### src/rtl/usart_rx_monitor.sv
// Bus-mapped 16x-oversampled serial receiver with a 4-entry FIFO; frames land 3 cycles + stop-bit midpoint after the line,
// bus reads are combinational; no backpressure: a frame arriving into a full FIFO is dropped and flagged as DOR.
module usart_rx_monitor (
    input  logic        cp2,
    input  logic        ireset,
    input  logic [11:0] ram_Addr,
    input  logic        ramre,
    input  logic        ramwe,
    input  logic [7:0]  dbus_in,
    output logic [7:0]  dbus_out,
    output logic        out_en,
    input  logic        RxDn_i,
    output logic        RxcIRQ
);

    localparam logic [11:0] RxData_Address  = 12'h0D0;
    localparam logic [11:0] RxStat_Address  = 12'h0D1;
    localparam logic [11:0] RxCtrl_Address  = 12'h0D2;
    localparam logic [11:0] RxBaudL_Address = 12'h0D4;
    localparam logic [11:0] RxBaudH_Address = 12'h0D5;

    typedef enum logic [2:0] {
        IDLE   = 3'd0,
        START  = 3'd1,
        DATA   = 3'd2,
        PARITY = 3'd3,
        STOP   = 3'd4
    } state_t;

    state_t      state_q, state_d;
    logic [7:0]  ctrl_q;
    logic [11:0] ubrr_q;
    logic        rx_s1_q, rx_s2_q, rx_prev_q;
    logic [11:0] presc_q, presc_d;
    logic [3:0]  os_q, os_d;
    logic [1:0]  samp_q, samp_d;
    logic [2:0]  bit_cnt_q, bit_cnt_d;
    logic [7:0]  shreg_q, shreg_d;
    logic        pe_q, pe_d;
    logic [9:0]  fifo_q [4];
    logic [1:0]  wr_ptr_q, rd_ptr_q;
    logic [2:0]  count_q;
    logic        dor_q;

    logic sel_data, sel_stat, sel_ctrl, sel_baudl, sel_baudh;
    logic rd_data, pop, wr_ctrl, wr_stat, wr_baud, rx_disable;
    logic rxen, par_en, tick, fall, vote, decide, par_calc;
    logic push_req, push_ok, dor_set, nonempty;
    logic [2:0] last_bit;
    logic [9:0] head, entry;

    assign sel_data  = (ram_Addr == RxData_Address);
    assign sel_stat  = (ram_Addr == RxStat_Address);
    assign sel_ctrl  = (ram_Addr == RxCtrl_Address);
    assign sel_baudl = (ram_Addr == RxBaudL_Address);
    assign sel_baudh = (ram_Addr == RxBaudH_Address);

    assign rd_data    = ramre & sel_data;
    assign nonempty   = (count_q != 3'd0);
    assign pop        = rd_data & nonempty;
    assign wr_ctrl    = ramwe & sel_ctrl;
    assign wr_stat    = ramwe & sel_stat;
    assign wr_baud    = ramwe & (sel_baudl | sel_baudh);
    assign rx_disable = wr_ctrl & ctrl_q[7] & ~dbus_in[7];

    assign rxen     = ctrl_q[7];
    assign par_en   = ctrl_q[5];
    assign last_bit = 3'd4 + {1'b0, ctrl_q[2:1]};
    assign tick     = (presc_q == ubrr_q);
    assign fall     = rx_prev_q & ~rx_s2_q;
    assign vote     = (samp_q[0] & samp_q[1]) | (samp_q[0] & rx_s2_q) | (samp_q[1] & rx_s2_q);
    assign decide   = tick & (os_q == 4'd9);
    // Unused upper data bits are zero, so the full-byte XOR is the data parity.
    assign par_calc = (^shreg_q) ^ ctrl_q[4];

    always_comb begin
        state_d   = state_q;
        bit_cnt_d = bit_cnt_q;
        shreg_d   = shreg_q;
        pe_d      = pe_q;
        push_req  = 1'b0;
        presc_d   = tick ? 12'd0 : presc_q + 12'd1;
        os_d      = tick ? os_q + 4'd1 : os_q;
        samp_d    = samp_q;
        if (tick && os_q == 4'd7) samp_d[0] = rx_s2_q;
        if (tick && os_q == 4'd8) samp_d[1] = rx_s2_q;

        case (state_q)
            IDLE: begin
                if (rxen && fall) begin
                    state_d   = START;
                    presc_d   = 12'd0;
                    os_d      = 4'd0;
                    bit_cnt_d = 3'd0;
                    shreg_d   = 8'd0;
                    pe_d      = 1'b0;
                end
            end
            START: begin
                if (decide) state_d = vote ? IDLE : DATA;
            end
            DATA: begin
                if (decide) begin
                    shreg_d[bit_cnt_q] = vote;
                    if (bit_cnt_q == last_bit) state_d = par_en ? PARITY : STOP;
                    else                       bit_cnt_d = bit_cnt_q + 3'd1;
                end
            end
            PARITY: begin
                if (decide) begin
                    pe_d    = (vote != par_calc);
                    state_d = STOP;
                end
            end
            STOP: begin
                // Leave at the stop-bit midpoint so a start edge right at the bit end is caught.
                if (decide) begin
                    push_req = 1'b1;
                    state_d  = IDLE;
                end
            end
            default: state_d = IDLE;
        endcase

        if (wr_baud) presc_d = 12'd0;
        if (!rxen || rx_disable) begin
            state_d  = IDLE;
            push_req = 1'b0;
        end
    end

    assign entry   = {shreg_q, ~vote, pe_q};
    assign push_ok = push_req & ((count_q != 3'd4) | pop);
    assign dor_set = push_req & (count_q == 3'd4) & ~pop;
    assign head    = fifo_q[rd_ptr_q];

    always_ff @(posedge cp2 or negedge ireset) begin
        if (!ireset) begin
            state_q   <= IDLE;
            ctrl_q    <= 8'd0;
            ubrr_q    <= 12'd0;
            rx_s1_q   <= 1'b1;
            rx_s2_q   <= 1'b1;
            rx_prev_q <= 1'b1;
            presc_q   <= 12'd0;
            os_q      <= 4'd0;
            samp_q    <= 2'b00;
            bit_cnt_q <= 3'd0;
            shreg_q   <= 8'd0;
            pe_q      <= 1'b0;
            wr_ptr_q  <= 2'd0;
            rd_ptr_q  <= 2'd0;
            count_q   <= 3'd0;
            dor_q     <= 1'b0;
            for (int i = 0; i < 4; i++) fifo_q[i] <= 10'd0;
        end else begin
            rx_s1_q   <= RxDn_i;
            rx_s2_q   <= rx_s1_q;
            rx_prev_q <= rx_s2_q;
            state_q   <= state_d;
            presc_q   <= presc_d;
            os_q      <= os_d;
            samp_q    <= samp_d;
            bit_cnt_q <= bit_cnt_d;
            shreg_q   <= shreg_d;
            pe_q      <= pe_d;

            if (wr_ctrl)             ctrl_q        <= {dbus_in[7:4], 1'b0, dbus_in[2:1], 1'b0};
            if (ramwe && sel_baudl)  ubrr_q[7:0]   <= dbus_in;
            if (ramwe && sel_baudh)  ubrr_q[11:8]  <= dbus_in[3:0];

            if (rx_disable) begin
                wr_ptr_q <= 2'd0;
                rd_ptr_q <= 2'd0;
                count_q  <= 3'd0;
                dor_q    <= 1'b0;
            end else begin
                if (push_ok) begin
                    fifo_q[wr_ptr_q] <= entry;
                    wr_ptr_q         <= wr_ptr_q + 2'd1;
                end
                if (pop) rd_ptr_q <= rd_ptr_q + 2'd1;
                case ({push_ok, pop})
                    2'b10:   count_q <= count_q + 3'd1;
                    2'b01:   count_q <= count_q - 3'd1;
                    default: count_q <= count_q;
                endcase
                if (dor_set)                          dor_q <= 1'b1;
                else if (rd_data || (wr_stat && dbus_in[4])) dor_q <= 1'b0;
            end
        end
    end

    always_comb begin
        dbus_out = 8'd0;
        if (sel_data)  dbus_out = nonempty ? head[9:2] : 8'd0;
        if (sel_stat)  dbus_out = {nonempty, nonempty & head[1], nonempty & head[0], dor_q, 1'b0, count_q};
        if (sel_ctrl)  dbus_out = ctrl_q;
        if (sel_baudl) dbus_out = ubrr_q[7:0];
        if (sel_baudh) dbus_out = {4'd0, ubrr_q[11:8]};
    end

    assign out_en = ramre & (sel_data | sel_stat | sel_ctrl | sel_baudl | sel_baudh);
    assign RxcIRQ = ctrl_q[6] & nonempty;

endmodule

### config.mk
export PLATFORM = sky130hd
export DESIGN_NAME = usart_rx_monitor
export DESIGN_NICKNAME = d
export VERILOG_FILES = /design/src/rtl/usart_rx_monitor.sv
export SDC_FILE = /design/constraint.sdc
export NUM_CORES = 1
export LEC_CHECK = 0
export CAP_MARGIN = 20
export CORE_MARGIN = 3
export CORE_UTILIZATION = 59
export CTS_CLUSTER_SIZE = 40
export DETAILED_ROUTE_END_ITERATION = 10
export MAX_ROUTING_LAYER = met4
export PLACE_DENSITY = 0.89
export SYNTH_ARGS = -nofsm -noshare
export SYNTH_HDL_FRONTEND = slang
export SYNTH_SLANG_ARGS = --single-unit
### constraint.sdc
create_clock -name cp2 -period 3.3 [get_ports cp2]
set_clock_uncertainty 0.1 [all_clocks]
set_input_delay 0.66 -clock cp2 [delete_from_list [all_inputs] [get_ports cp2]]
set_output_delay 0.66 -clock cp2 [all_outputs]
set_load 0.1 [all_outputs]
==> results by group <==
Drt
  • Final WL: 13900 um
  • Pre-Repair DR Iteration Count: 6
  • Final ANT Viol Nets: 0
  • DRC viols: 0
  • DR vias: 4236
  • Initial DRC Count: 357
  • Via/cell ratio: 6.40
  • WL/cell: 20.9 um

Global route
  • Vias in the first global route: 4222
  • Initial antenna violation count: 0
  • First-pass GRT wire length: 21400 um
  • GRT Util Overall: 27.8%
  • Pin count of the biggest net entering global routing: 53
  • Remaining Overflow, GRT: 0

Floorplanning
  • Die Span Y: 102 um
  • Core area: 8810 um^2
  • Std cell rows: 34
  • Die W: 102 um
  • DIE AREA: 10300 um^2
  • Top Ports: 35
  • Initial core utilization: 61.3%

Hold path
  • Hold crit path type: in2async

Layout
  • P&R area growth vs syn: 22.4%
  • Non-filler cells in the finished layout: 662
  • Design area: 6610 um^2
  • # nets final: 584
  • Share of cells above drive strength 1: 32.9%
  • Diode count: 0

STA
  • Worst-Margin Slew: 808 ps
  • Slew Viols, Final: 0
  • Final setup fails: 5
  • Final Hold Fails: 0
  • Setup repair after global routing missed its margin: true
  • Slew headroom: 46.0%
  • Fin crit share: 104%
  • Max Freq: 292 MHz
  • Setup ws final: -122 ps
  • Minimum clock period: 3420 ps

Pwr
  • Sequential share of power: 52.7%
  • Clock network power share: 29.8%
  • PwrDens: 395 nW/um^2
  • Switching Fraction: 28.9%
  • P_sw: 0.753 mW
  • Leak pwr: 3.03 nW
  • P_int: 1.86 mW
  • Combinational share of power: 17.5%
  • Worst vdd ir: 0.317 mV

Placement
  • Port Buffers: 34
  • GP Congestion: 0.931
  • Placed cell count: 642
  • Placement Cell Area: 6300 um^2
  • DP HPWL: 9570 um

Worst setup path
  • Critical Path RT: 2540 ps
  • Worst r2r src: presc_q[6]
  • Type of origin of the critical path: input port
  • Slowest CP cell: or4_4
  • Register-to-register setup slack: 160 ps
  • Max FO, Critical Path: 5
  • Crit path arrival time: 2660 ps
  • Largest stage delay, worst path: 580 ps
  • Worst Setup End Kind: output pin
  • R2r endpoint: count_q[2]
  • CP startpoint: ram_Addr[11]
  • Worst path cell trace: buf_6 -> or4_4 -> buf_6 -> nor4_4 -> nand2_2 -> nor2_2 -> a221oi_2 -> a22oi_2 -> buf_12
  • Cell mode on critical path: buf_6
  • R2r worst-path depth: 10
  • CP Class: in2out

Logic synthesis
  • Ys Warns: 0
  • Mapped cell area: 5400 um^2
  • Post-synth cell types: 66
  • Seq/Total Area, Yosys: 47.3%
  • Synth area leaders: dfrtp_1 (46%), mux2_2 (12%), xnor2_1 (4.7%)
  • Cells after synthesis: 483
  • Async S/R FF share, synth: 100%
  • Number of synthesized flops with an enable pin: 0
  • Yosys top cell area share: 45.9%
  • Syn avg cell area: 11.2 um^2
  • FF+latch count, synth: 102
  • Mapped Nets: 518
  • Top_reg_cell synth: dfrtp_1
  • Post-synth top area cell: dfrtp_1

Clock tree
  • Root Buffer: clkbuf_8
  • Skew-Pair Late Insertion Delay: 370 ps
  • H-tree depth: 3
  • Clock Path Buffers: 2
  • Cts hold-fix bufs: 0
  • CTS tree: built
  • Sink Count: 102
  • Clock slew at reported path FFs: 90 ps
  • Num CTS Buffers: 9

Run status
  • Status: complete, but fails checks
  • Failing checks: setup timing

Job
  • Max Cap Viol: 0
[worst max-delay path: cells and delay by family]
family                 cells  cell delay (ps)
buffers and inverters      3              470
and+or+nand+nor            4             1160
AOI/OAI and AO/OA          2              360
[cell usage in the layout (no fill, tap or decap), drive strengths merged, types with 11 or more instances in the layout]
master / n
clkdlybuf4s50: 11
dfrtp: 99
inv: 17
mux2: 59
xor2: 11
o21ai: 30
clkbuf: 12
xnor2: 29
buf: 51
nor2: 43
nand2: 41
[state kept, by name (all words and copies together), names as in the netlist]
register / cells
bit_cnt_q: 3
count_q: 3
ctrl_q: 6
dor_q: 1
fifo_q: 40
os_q: 4
pe_q: 1
presc_q: 12
rd_ptr_q: 2
rx_prev_q: 1
rx_s1_q: 1
rx_s2_q: 1
samp_q: 2
shreg_q: 8
state_q: 3
ubrr_q: 12
wr_ptr_q: 2
[synth_stat cells, drive strengths merged (2+ instances only)]
| master | instances |
|---|---|
| nor4 | 7 |
| xor2 | 11 |
| and3 | 8 |
| inv | 16 |
| xnor2 | 29 |
| o21ai | 30 |
| and2 | 4 |
| ha | 9 |
| clkbuf | 13 |
| o21a | 3 |
| or3 | 4 |
| mux4 | 10 |
| a222oi | 2 |
| a31oi | 7 |
| nand3 | 9 |
| o21bai | 2 |
| nand4 | 7 |
| a21oi | 10 |
| or4b | 2 |
| nand2b | 2 |
| mux2 | 59 |
| nor2 | 43 |
| a22oi | 3 |
| mux2i | 4 |
| dfstp | 3 |
| o31ai | 2 |
| or4 | 2 |
| nor3 | 10 |
| nor2b | 4 |
| dfrtp | 99 |
| nand2 | 41 |
| and4 | 4 |
| a221oi | 3 |
| buf | 3 |
[routing by layer]
layer | track usage, % | vias to the layer above | wire (um)
met1 | 35.6 | 2075 | 5370
met4 | 9.82 | 0 | 433
met5 | - | - | 0
met2 | 44.1 | 248 | 6950
met3 | 5.79 | 51 | 1120
li1 | - | 1862 | -
[power groups by stage]
stage	Sequential (mW)	Combinational [mW]	Clock, mW
after floorplan	1.38	0.276	0
after global placement	1.39	0.405	0
after detailed placement	1.40	0.444	0
after CTS	1.37	0.447	0.787
after global routing	1.38	0.497	0.843
final	1.37	0.457	0.779
[kinds of logic after synthesis]
group / synth area share [%]
DFF: 47.3
buffers and inverters: 2.66
AOI/OAI and AO/OA: 8.36
and+or+nand+nor: 15.5
xor gates and xnor gates: 6.49
muxes: 17.2
adders and majority gates: 2.46
[cell type report]
| cell class | instances | area, um^2 |
|---|---|---|
| fillers | 526 | 2190 |
| repair buffers | 71 | 807 |
| flip-flops and latches | 102 | 2560 |
| clock buffers | 12 | 135 |
| multi-input cells | 349 | 2860 |
| inverters | 16 | 60.1 |
| clock inverters | 4 | 55.1 |
| well taps | 108 | 135 |
[worst max-delay path by stage]
stage / to / slack (ps)
after CTS: dbus_out[5] / -70
after detailed placement: dbus_out[5] / -330
after floorplan: dbus_out[4] / -270
after global placement: dbus_out[5] / -270
final: dbus_out[4] / -120
after global routing: dbus_out[4] / -190
[per-stage QoR]
stage	TNS, ps	power (mW)	util (%)	hold slack [ps]	worst slack [ps]
floorplan	-1040	1.66	-	245	-267
global placement	-3060	1.80	71.6	247	-272
detailed placement	-5210	1.84	71.6	256	-326
CTS	-69.1	2.61	74.0	242	-69.1
global route	-705	2.72	75.1	254	-190
finish	-251	2.61	75.1	216	-122
[repair_timing]
item	4_1_cts	5_1_grt
pin swaps	7	12
setup buffers	2	3
setup endpoints to repair	9	8
endpoints found under the hold margin	0	0
gates resized for setup	20	18
No activity file was read; power rests on OpenSTA's default activity.
==> edit 1, RTL diff (same settings) <==
Take the reset off `os_q` and `shreg_q` and load them in a clocked block of their own.
--- a/src/rtl/usart_rx_monitor.sv
+++ b/src/rtl/usart_rx_monitor.sv
@@ -144,8 +144,6 @@
             rx_prev_q <= 1'b1;
             presc_q   <= 12'd0;
-            os_q      <= 4'd0;
             samp_q    <= 2'b00;
             bit_cnt_q <= 3'd0;
-            shreg_q   <= 8'd0;
             pe_q      <= 1'b0;
             wr_ptr_q  <= 2'd0;
@@ -160,8 +158,6 @@
             state_q   <= state_d;
             presc_q   <= presc_d;
-            os_q      <= os_d;
             samp_q    <= samp_d;
             bit_cnt_q <= bit_cnt_d;
-            shreg_q   <= shreg_d;
             pe_q      <= pe_d;
 
@@ -192,4 +188,9 @@
     end
 
+    always_ff @(posedge cp2) begin
+        os_q    <= os_d;
+        shreg_q <= shreg_d;
+    end
+
     always_comb begin
         dbus_out = 8'd0;
Check against the original RTL: no difference found for any inputs over 10 cycles, from zero or initial values and one cycle with ireset low; that may be too few to reach the edited logic, so the function may still have changed.
==> edit 1 against the unedited design <==
  * The flow still finishes with violations (negative setup slack)
  * Worst setup slack improved by 0.12 ns
  * Area after synthesis decreased by 1.3%
  * Sequential cell count unchanged
  * Highest routed layer unchanged
  * Sequential share of layout area increased by 2.0 points
  * Register-to-register slack improved by 0.15 ns
  * Wire length decreased by 10%
  * Final area decreased by 4.1%
  * Largest cell class unchanged
  * Total power increased by 1.4%
==> edit 1: results (changes against the unedited design) <==
metric,value,unit,change
worst reg-to-reg setup slack,0.31,ns,was 0.16 ns
DR WL met3,759,um,was 1120 um
P_clk,821,uW,was 779 uW
Vias/cell,6.14,,was 6.40
asr flop ratio synth,0.882,,was 1.00
M3 GR Usage,0.0685,,was 0.0579
Switching Fraction,0.313,,was 0.289
failing checks,negative setup slack,,unchanged
worst endpoint data arrival time,2.55,ns,was 2.66 ns
peak supply drop,0.252,mV,was 0.317 mV
final setup vio count,1,,was 5
layout net count,555,,was 584
Clock Tree Buf Depth,2,,unchanged
total chip power,2.65,mW,was 2.61 mW
Clock Pin Slew Worst Setup and Hold Paths,0.12,ns,was 0.09 ns
GR Util met2,0.428,,was 0.441
"slowest stage delay, CP",0.48,ns,was 0.58 ns
RR Endpoint,count_q[2]$_DFFE_PN0P_,,unchanged
vias in the first global route,3961,,"was 4,222"
sequential cell area fraction in the yosys report,0.483,,was 0.473
Tightest Pin Transition,0.568,ns,was 0.808 ns
share of layout cells above drive strength 1,0.274,,was 0.329
Worst Reg-to-Reg Cells,10,,unchanged
grt ovf,0,,unchanged
Reg power frac,0.525,,was 0.527
commonest cells in the netlist,"87 x dfrtp_1, 58 x mux2_2, 48 x nor2_1, 32 x nand2_1, 29 x xnor2_1",,"was 99 x dfrtp_1, 57 x mux2_2, 43 x nor2_1, 37 x nand2_1, 29 x xnor2_1"
Crit Path Max Fanout,4,,was 5
most flop-heavy register,fifo_q,,unchanged
post-place instance area,6030,um2,was 6300 um2
registers with the most flip-flops,"fifo_q x40, presc_q x12, ubrr_q x12",,unchanged
slowest CP cell,clkdlybuf4s50_1,,was or4_4
DR WL met2,6310,um,was 6950 um
pin count of the biggest net entering global routing,91,,was 53
Syn Nets,502,,was 518
Post-DP HPWL,8770,um,was 9570 um
placed insts,615,,was 642
Hold WS,0.0269,ns,was 0.216 ns
M1 WL,5140,um,was 5370 um
met1 usage,0.320,,was 0.356
global placer's final weighted congestion,0.851,,was 0.931
gr usage total,0.261,,was 0.278
Synth area leaders,"dfrtp_1 41%, mux2_2 12%, xnor2_1 4.8%",,"was dfrtp_1 46%, mux2_2 12%, xnor2_1 4.7%"
Post-synth EDFFs,8,,was 0
Synth cell types,58,,was 66
Setup TNS,-0.00544,ns,was -0.251 ns
post-place setup slack,-0.123,ns,was -0.326 ns
Setup WS post-layout,-0.00544,ns,was -0.122 ns
Pleak,2.85,nW,was 3.03 nW
via count,3888,,"was 4,236"
Initial DRC Count,229,,was 357
synthesized area per cell,11.4,um2,was 11.2 um2
first-pass GRT wire length,20000,um,"was 21,400 um"
FF-to-FF Start,presc_q[2]$_DFF_PN0_,,was presc_q[6]$_DFF_PN0_
Post-synth top flop,dfrtp_1,,unchanged
final WL,12400,um,"was 13,900 um"
first drt pass iteration count,5,,was 6
status,finished with violations,,unchanged
top cell family by delay on the critical path,simple AND/OR/NAND/NOR gates,,unchanged
==> edit 1: changes by cell type after synthesis, moves of 5 or more <==
cell / delta
inv_1: -5
o21ai_0: -21
nand2_1: -5
a31oi_1: -7
edfxtp_1: +8
mux2i_1: +10
dfrtp_1: -12
nand3_1: +8
nor2_1: +5
==> edit 1: worst max path at each step <==
stage | startpoint | to | slack (ns) | cells past startpoint
6_report | ram_Addr[4] | dbus_out[4] | -0.005 | 8
5_1_grt | ram_Addr[2] | dbus_out[4] | -0.13 | 8
4_1_cts | ram_Addr[10] | dbus_out[4] | 0.001 | 8
3_5_place_dp | ram_Addr[9] | count_q[2]$_DFFE_PN0P_ | -0.12 | 11
3_3_place_gp | ram_Addr[9] | dbus_out[4] | -0.006 | 8
2_1_floorplan | ram_Addr[0] | dbus_out[1] | -0.34 | 4
==> edit 1: logic make-up (layout without fill, tap and decap cells) <==
| logic type | after synthesis | in the layout | share of synthesized area |
|---|---|---|---|
| buffers and inverters | 27 | 85 | 0.0192 |
| adders and majority gates | 10 | 10 | 0.0249 |
| xor gates and xnor gates | 40 | 40 | 0.0657 |
| DFF | 102 | 102 | 0.483 |
| and+or+nand+nor | 157 | 157 | 0.152 |
| muxes | 85 | 85 | 0.197 |
| AOI/OAI and AO/OA | 46 | 46 | 0.0575 |
==> edit 1: timing repair <==
item | CTS | global route
pin swaps | 3 | 3
setup buffers | 1 | 0
resized for setup | 3 | 11
setup endpoints to repair | 1 | 7
==> edit 1: final cells by class <==
| class | count | area [um2] |
|---|---|---|
| multi-input combinational | 338 | 2740 |
| sequential | 102 | 2580 |
| fill | 562 | 2420 |
| timing repair buffer | 58 | 638 |
| tap | 108 | 135 |
| clock buffer | 9 | 124 |
| clock inverter | 7 | 88.8 |
| inverter | 11 | 41.3 |
==> edit 2, RTL diff (same settings) <==
Without the edit above. Encoding of `state_t`: now one-hot (5 bits for 5 states).
--- a/src/rtl/usart_rx_monitor.sv
+++ b/src/rtl/usart_rx_monitor.sv
@@ -20,10 +20,10 @@
     localparam logic [11:0] RxBaudH_Address = 12'h0D5;
 
-    typedef enum logic [2:0] {
-        IDLE   = 3'd0,
-        START  = 3'd1,
-        DATA   = 3'd2,
-        PARITY = 3'd3,
-        STOP   = 3'd4
+    typedef enum logic [4:0] {
+        IDLE   = 5'b00001,
+        START  = 5'b00010,
+        DATA   = 5'b00100,
+        PARITY = 5'b01000,
+        STOP   = 5'b10000
     } state_t;
 
Behaviour: same outputs for any inputs over 10 cycles, from zero or initial values and one cycle with ireset low; not proved beyond that.
==> edit 2 against the unedited design <==
  * Combinational power increased by 13%
  * Largest cell class unchanged
  * Worst setup slack gained 0.12 ns
  * Maximum frequency up 3.8%
  * Register-to-register slack worse by 0.09 ns
  * Area after synthesis up 6.6%
  * Wire length is 15% higher
  * Sequential cell count is 2 higher
  * Highest routed layer unchanged
  * Die area grew 6.2%
  * First-iteration DRC count is 19% lower
  * Final area up 5.4%
  * Total power is 6.5% higher
  * Sequential share of layout area down 1.2 points
  * Largest power group unchanged
==> edit 2: results (changes against the unedited design) <==
metric,value,unit,change
initial antenna violation count,0,,unchanged
layout net count,598,,was 584
H-Tree Depth,3,,unchanged
commonest cells in the netlist,"100 x dfrtp_1, 46 x nor2_1, 40 x mux2_4, 25 x xor2_1, 24 x nand2_1",,"was 99 x dfrtp_1, 57 x mux2_2, 43 x nor2_1, 37 x nand2_1, 29 x xnor2_1"
global placer's final weighted congestion,0.937,,was 0.931
post-place setup slack,-0.350,ns,was -0.326 ns
Clock Tree Buf Depth,2,,unchanged
vias in the first global route,4686,,"was 4,222"
slowest CP cell,or4_4,,unchanged
I/O Buffers,34,,unchanged
Synth area leaders,"dfrtp_1 43%, mux2_4 10%, xor2_1 3.8%",,"was dfrtp_1 46%, mux2_2 12%, xnor2_1 4.7%"
Initial DRC Count,289,,was 357
"slowest stage delay, CP",0.58,ns,about the same
Yosys warnings,0,,unchanged
worst reg-to-reg setup slack,0.07,ns,was 0.16 ns
status,finished clean,,was finished with violations
Synth cell types,65,,was 66
CTS buffer count,9,,unchanged
gr usage total,0.301,,was 0.278
first-pass GRT wire length,25000,um,"was 21,400 um"
first drt pass iteration count,5,,was 6
pin count of the biggest net entering global routing,55,,was 53
registers with the most flip-flops,"fifo_q x40, presc_q x12, ubrr_q x12",,unchanged
Hold WS,0.208,ns,was 0.216 ns
Pleak,3.39,nW,was 3.03 nW
top cell family by delay on the critical path,simple AND/OR/NAND/NOR gates,,unchanged
share of layout cells above drive strength 1,0.335,,was 0.329
Clock Pin Slew Worst Setup and Hold Paths,0.10,ns,
Crit Path Max Fanout,5,,unchanged
sequential cell area fraction in the yosys report,0.453,,was 0.473
clock root cell,clkbuf_8,,unchanged
n_diodes,0,,unchanged
Hold Path Class,input port to asynchronous set/reset pin,,unchanged
Syn Nets,528,,was 518
Vias/cell,6.31,,was 6.40
Post-DP HPWL,10600,um,was 9570 um
peak supply drop,0.214,mV,was 0.317 mV
Setup WS post-layout,0.00231,ns,was -0.122 ns
asr flop ratio synth,1.00,,unchanged
worst endpoint data arrival time,2.54,ns,was 2.66 ns
final WL,16000,um,"was 13,900 um"
Tightest Pin Transition,0.851,ns,was 0.808 ns
Fillers,547,,was 526
Clock Latency Late Sink,0.38,ns,
## edit 2: changes by cell type in the layout (fill, tap and decap cells not counted), sizes merged, moves of 4 or more
cell,delta
o21ai,-10
nand2,-17
nand4,+9
xnor2,-14
nand3b,+6
buf,+11
mux2i,+14
a31oi,-4
xor2,+14
## edit 2: report_power, final
group	total (mW)	internal (mW)	switching [mW]	leakage (nW)
clock network	0.867	0.383	0.484	0.105
logic	0.517	0.213	0.303	1.87
registers	1.40	1.33	0.0635	1.42
## edit 2: cell type report
cell class              count  area (um2)  area share
multi-input cells         350        3070       0.440
flip-flops and latches    104        2610       0.375
repair buffers             85         866       0.124
well taps                 129         161      0.0232
clock buffers              10         138      0.0198
clock inverters             6        75.1      0.0108
inverters                  13        48.8     0.00700
## edit 2: what timing repair did
item | CTS | global route
endpoints found under the setup margin | 9 | 7
setup buffers | 7 | 4
pin swaps | 6 | 4
gates resized for setup | 23 | 16
## edit 2: final timing paths
kind,start,end,cells after the start
worst max-delay path,ram_Addr[9],dbus_out[6],10
worst min-delay path,ireset,ubrr_q[11]$_DFFE_PN0P_,1
worst max register to register,presc_q[0]$_DFF_PN0_,count_q[2]$_DFFE_PN0P_,8
worst min register to register,rx_s1_q$_DFF_PN1_,rx_s2_q$_DFF_PN1_,0
max in group asynchronous,ireset,rd_ptr_q[0]$_DFFE_PN0P_,2
min in group cp2,rx_s1_q$_DFF_PN1_,rx_s2_q$_DFF_PN1_,0
## edit 2: layer usage
layer | track usage | vias up | share of wire | wire length (um)
li1 | - | 1901 | - | -
met1 | 0.350 | 2197 | 0.39 | 6170
met2 | 0.506 | 222 | 0.50 | 7940
met3 | 0.0611 | 79 | 0.067 | 1070
met4 | 0.130 | 0 | 0.051 | 809
met5 | - | - | 0 | 0
## edit 2: cells by family after synthesis
kind of cell	count (synthesis)	synth area share
xor+xnor	41	0.0648
compound gates	55	0.0633
mux	84	0.202
simple gates	159	0.159
fa+ha+maj	11	0.0248
flops	104	0.453
buf+inv	39	0.0330
## edit 2: through the flow
step | std cells | cell area, um2
after floorplan | 493 | 5830
after global placement | 670 | 6630
after detailed placement | 670 | 6630
after CTS | 693 | 6920
after global routing | 697 | 6970
final | 697 | 6970
